===== src/rtl/light_monitor.sv =====
// light_monitor
//   Receive-side checker for the 6-bit traffic-light bus. Registers the bus,
//   decodes each pattern to a phase index and locks onto the P0->P1->P2->P3
//   sequence. While locked it checks the dwell of every phase and latches the
//   first illegal pattern, out-of-order phase or wrong dwell as a fault.
//
// Parameters
//   GREEN_CYC  required dwell of P0/P2 in clk cycles (1..255)
//   YEL_CYC    required dwell of P1/P3 in clk cycles (1..255)
//
// Ports
//   clk       in   system clock, rising edge
//   rst       in   asynchronous reset, active-low
//   light     in   [5:3] NS {R,Y,G}, [2:0] EW {R,Y,G}
//   clr_err   in   pulse, leaves FAULT
//   phase     out  decoded phase of the locked sequence
//   locked    out  1 while in TRACK
//   dwell     out  cycles the current pattern has been held, saturating
//   err_code  out  00 none, 01 illegal, 10 bad sequence, 11 bad dwell
//   fault     out  1 while in FAULT
//   cyc_cnt   out  completed P3->P0 wraps while locked
//
// state  | meaning
// UNLOCK | waiting for a legal Pk -> P(k+1) step, no error checking
// TRACK  | locked to the sequence, checking pattern, order and dwell
// FAULT  | first error latched, waiting for clr_err
module light_monitor #(
  parameter int unsigned GREEN_CYC = 5,
  parameter int unsigned YEL_CYC   = 2
) (
  input  logic        clk,
  input  logic        rst,
  input  logic [5:0]  light,
  input  logic        clr_err,
  output logic [1:0]  phase,
  output logic        locked,
  output logic [7:0]  dwell,
  output logic [1:0]  err_code,
  output logic        fault,
  output logic [15:0] cyc_cnt
);

  localparam logic [5:0] PAT_P0 = 6'b001_100;
  localparam logic [5:0] PAT_P1 = 6'b010_100;
  localparam logic [5:0] PAT_P2 = 6'b100_001;
  localparam logic [5:0] PAT_P3 = 6'b100_010;

  localparam logic [7:0] GREEN_D = 8'(GREEN_CYC);
  localparam logic [7:0] YEL_D   = 8'(YEL_CYC);

  typedef enum logic [1:0] {
    UNLOCK = 2'd0,
    TRACK  = 2'd1,
    FAULT  = 2'd2
  } state_t;

  state_t     state;
  logic [5:0] light_q;
  logic [5:0] prev_q;

  logic       cur_ok;
  logic [1:0] cur_idx;
  logic       prv_ok;
  logic [1:0] prv_idx;
  logic       changed;
  logic [7:0] dwell_next;
  logic [7:0] exp_dwell;
  logic       too_long;

  // {legal, phase index}
  function automatic logic [2:0] decode(input logic [5:0] p);
    case (p)
      PAT_P0:  decode = 3'b1_00;
      PAT_P1:  decode = 3'b1_01;
      PAT_P2:  decode = 3'b1_10;
      PAT_P3:  decode = 3'b1_11;
      default: decode = 3'b0_00;
    endcase
  endfunction

  always_comb begin
    {cur_ok, cur_idx} = decode(light_q);
    {prv_ok, prv_idx} = decode(prev_q);
    changed    = (light_q != prev_q);
    exp_dwell  = phase[0] ? YEL_D : GREEN_D;
    dwell_next = 8'd1;
    if (!changed)
      dwell_next = (dwell == 8'hFF) ? 8'hFF : dwell + 8'd1;
    // 9-bit compare so a saturated count still reads as too long
    too_long = ({1'b0, dwell} + 9'd1) > {1'b0, exp_dwell};
  end

  always_ff @(posedge clk or negedge rst) begin
    if (!rst) begin
      state    <= UNLOCK;
      light_q  <= '0;
      prev_q   <= '0;
      phase    <= '0;
      locked   <= 1'b0;
      dwell    <= '0;
      err_code <= '0;
      fault    <= 1'b0;
      cyc_cnt  <= '0;
    end else begin
      light_q <= light;
      prev_q  <= light_q;
      dwell   <= dwell_next;
      case (state)
        UNLOCK: begin
          if (changed && cur_ok && prv_ok && (cur_idx == prv_idx + 2'd1)) begin
            state  <= TRACK;
            locked <= 1'b1;
            phase  <= cur_idx;
          end
        end
        TRACK: begin
          if (!cur_ok) begin
            state    <= FAULT;
            locked   <= 1'b0;
            fault    <= 1'b1;
            err_code <= 2'b01;
          end else if (!changed) begin
            if (too_long) begin
              state    <= FAULT;
              locked   <= 1'b0;
              fault    <= 1'b1;
              err_code <= 2'b11;
            end
          end else if (cur_idx != phase + 2'd1) begin
            state    <= FAULT;
            locked   <= 1'b0;
            fault    <= 1'b1;
            err_code <= 2'b10;
          end else if (dwell != exp_dwell) begin
            state    <= FAULT;
            locked   <= 1'b0;
            fault    <= 1'b1;
            err_code <= 2'b11;
          end else begin
            phase <= cur_idx;
            if (cur_idx == 2'd0)
              cyc_cnt <= cyc_cnt + 16'd1;
          end
        end
        FAULT: begin
          // Errors are not checked here, so a clear always wins
          if (clr_err) begin
            state    <= UNLOCK;
            fault    <= 1'b0;
            err_code <= 2'b00;
          end
        end
        default: begin
          state  <= UNLOCK;
          locked <= 1'b0;
          fault  <= 1'b0;
        end
      endcase
    end
  end

endmodule


===== config.mk =====
export PLATFORM = sky130hd
export DESIGN_NAME = light_monitor
export DESIGN_NICKNAME = d
export VERILOG_FILES = /design/src/rtl/light_monitor.sv
export SDC_FILE = /design/constraint.sdc
export NUM_CORES = 1
export LEC_CHECK = 0
export CORE_ASPECT_RATIO = 0.7
export CORE_MARGIN = 2
export CORE_UTILIZATION = 53
export DETAILED_ROUTE_END_ITERATION = 6
export PLACE_DENSITY = 0.88
export SLEW_MARGIN = 20
export SYNTH_ARGS = -nofsm -noshare
export SYNTH_HDL_FRONTEND = slang
export SYNTH_SLANG_ARGS = --single-unit

===== constraint.sdc =====
create_clock -name clk -period 3.2 [get_ports clk]
set_input_delay 0.32 -clock clk [delete_from_list [all_inputs] [get_ports clk]]
set_output_delay 0.32 -clock clk [all_outputs]
set_load 0.02 [all_outputs]

==> reports/metrics.yaml <==
status: "complete, no violations"
number_of_cell_rows: 20
synth-warning-count: 0
wire_per_inst_um: 15.6
grt_overflow: 0
critical_path.cell_chain: "ha_1, xnor2_1, inv_1, ha_1, o21ai_0, a32oi_1, nor4_1, a211oi_1, o221a_2"
r2r_setup_slack_ps: 550
critical-path-max-stage-delay_ps: 580
synth_area_um2: 2330
r2r_end: "err_code[1]"
multi_input_combinational_cell_area_um2: 1150
maxCapViolations: 0
synthCells: 229
cp_data_required_time_ps: 3440
critical_path.reg2reg.startpoint: "dwell[0]"
dieHeight_um: 59.4
synth_enable_flop_cells: 0
unrepaired_setup_endpoints_after_global_routing: "no"
min_period_over_period_pct: 82.9
final-hold-violation-count: 0
viasPerCell: 5.78
final_std_cell_area_no_fill_um2: 2850
cts_hold_repair.buffers: 0
antenna_found_initial: 0
largest_net_degree_at_the_start_of_global_routing: 45
ant_nets: 0
postCtsResizedCells: 0
proportion_of_register_bits_with_asynchronous_set_or_reset_after_synthesis_pct: 100
floorplan.initialDensity_pct: 54.4
synth-seq-cells: 44
cts_tree: "yes"
clk_latency_ps: 300
placedInstanceArea_um2: 2740
route.detailed.drc: 0
crit_fanout: 7
tritoncts_num_sinks: 44
final-max-slew-violation-count: 0
floorplan.die.width_um: 83.2
grt_usage_pct: 21.9
finalSetupViolations: 0
port-buffer-count: 38
timing.max_slew.rel_slack_pct: 36.9
clk_root_buffer_cell: "clkbuf_8"
final.setup_skew_ps: 7.99
max_slew.worst_pin.slew_ps: 947
end_kind: "flip-flop"
worst_path_arrival_ps: 2890
first_iter_violations: 83
synth_sequential_area_ratio_pct: 47.3
first_drt_pass_iteration_count: 4
timing.setup.critical_path_class: "reg -> reg"
fp.coreArea_um2: 4280
synth_ff_type: "dfrtp_1"
crit_path_frequent_cell: "ha_1"
diodes: 0
half_perimeter_wire_length_after_placement_um: 3690
nNetsFinal: 282
worstRegToRegCells: 9
drive_above_1_share_pct: 8.55
flow.area_growth_from_synthesis_pct: 22.5
wl_um: 5040
synth_area_per_cell_um2: 10.2
max_freq_mhz: 377
layout.area.seq_um2: 1100
worst_hold_path_type: "in -> async"
io_pins: 39
final.setup.tns_ps: 0
yosys.cell_types.count: 49
postSynthNetCount: 243
clk_pin_slew_ps: 80
cts-buffers-inserted: 5
crit_slowest_cell: "a211oi_1"
fill_cells: 340
power.density_nw_per_um2: 369
routabilityCongestion: 0.804
leakage_power_figure_nw: 1.24
finalCriticalPeriod_ps: 2650
wire_length_of_the_first_global_routing_pass_um: 8310
dr_total_vias: 1872
post-cts-setup-buffers: 0
vdd.ir_drop.worst_mv: 0.348
worstSetupStartpointType: "flip-flop"
first_global_vias: 1740
cts.htree.levels: 2
die-area_um2: 4940
clk_path_buf_depth: 2
## stage by stage
step	util, %	std cells	setup slack (ps)	hold slack [ps]	power [W]
after detailed placement	64.1	316	579	465	0.000648
after floorplan	-	229	721	24.4	0.000619
after global placement	64.1	316	637	459	0.000645
after global routing	66.6	324	422	231	0.00110
after CTS	66.6	324	570	191	0.00106
final	66.6	324	547	160	0.00105
## worst max-delay path, delay by kind of cell, from the launching register on
family,cells,cell delay [ps]
AO/OA/AOI/OAI,4,1140
flip-flops,1,470
adder cells (fa/ha/maj),2,590
XOR/XNOR,1,230
AND/OR/NAND/NOR,1,90
buffers and inverters,1,70
## worst max path at each step
| stage | slack, ps | cells past startpoint | from | endpoint |
|---|---|---|---|---|
| after floorplan | 720 | 6 | light_q[2] | cyc_cnt[1] |
| after global placement | 640 | 6 | light_q[2] | cyc_cnt[1] |
| after detailed placement | 580 | 6 | light_q[2] | cyc_cnt[1] |
| after CTS | 570 | 6 | light_q[2] | cyc_cnt[1] |
| after global routing | 420 | 10 | dwell[0] | err_code[0] |
| final | 550 | 9 | dwell[0] | err_code[1] |
## kinds of logic (layout without fill, tap and decap cells)
group	Yosys count	after routing	share of synthesized area, %
compound gates	36	36	10.7
xor+xnor	28	28	10.5
fa+ha+maj	5	5	2.69
buf+inv	18	58	3.12
flops	44	44	47.3
mux	4	4	1.83
simple gates	94	94	23.8
## layout make-up
type                            count  share of cell area [%]
Inverter                           12                    1.58
Clock buffer                        6                    2.55
Timing Repair Buffer               38                    13.2
Sequential cell                    44                    38.6
Multi-Input combinational cell    167                    40.4
Tap cell                           55                    2.41
Clock inverter                      2                    1.23
## layer usage
metal  up-vias  global-route usage (%)  share of wire [%]
met1       921                    28.7                 47
li1        898                       -                  -
met3         5                    6.69                5.2
met5         -                       0                  0
met4         0                    8.20               0.95
met2        48                    34.9                 47
## flip-flops by register name, summed over array words and instances (netlist names)
| name | flops |
|---|---|
| fault | 1 |
| light_q | 6 |
| prev_q | 6 |
| state | 2 |
| err_code | 2 |
| locked | 1 |
| phase | 2 |
| dwell | 8 |
| cyc_cnt | 16 |
## cell usage after synthesis (all sizes together) (4+ instances only)
library cell / count / area, um2
dfrtp: 44 / 1100
ha: 5 / 62.6
nor4: 4 / 25.0
nor3: 4 / 20.0
nand4: 5 / 31.3
xor2: 19 / 166
a21oi: 11 / 58.8
nand3: 11 / 55.1
xnor2: 9 / 78.8
nor4b: 4 / 50.1
o21ai: 11 / 55.1
and3: 7 / 46.3
nand2b: 5 / 31.3
inv: 12 / 45.0
nor2: 18 / 67.6
nand2: 17 / 63.8
## cell usage in the layout (no fill, tap or decap), types with 2 or more instances in the layout
cell / n
dfrtp_1: 44
clkdlybuf4s50_1: 37
xor2_1: 19
nor2_1: 18
nand2_1: 17
inv_1: 12
nand3_1: 11
a21oi_1: 10
o21ai_0: 10
xnor2_1: 9
nand2b_1: 5
and3_1: 5
nand4_1: 5
ha_1: 5
clkbuf_8: 5
nor4_1: 4
nor3_1: 4
nor4b_1: 3
nor3b_1: 3
nand3b_1: 3
nor2b_1: 2
and3_2: 2
nand4b_1: 2
and4bb_2: 2
a22oi_1: 2
a32oi_1: 2
a211oi_1: 2
mux2i_1: 2
mux2_2: 2
## report_power, final
group	switching, W	leakage, nW	internal [W]
Clock	0.000182	0.0552	0.000231
Combinational	0.0000296	0.614	0.0000260
Sequential	0.0000170	0.571	0.000564
Total	0.000229	1.24	0.000822
Note: power is estimated with default switching activity, not from simulation.
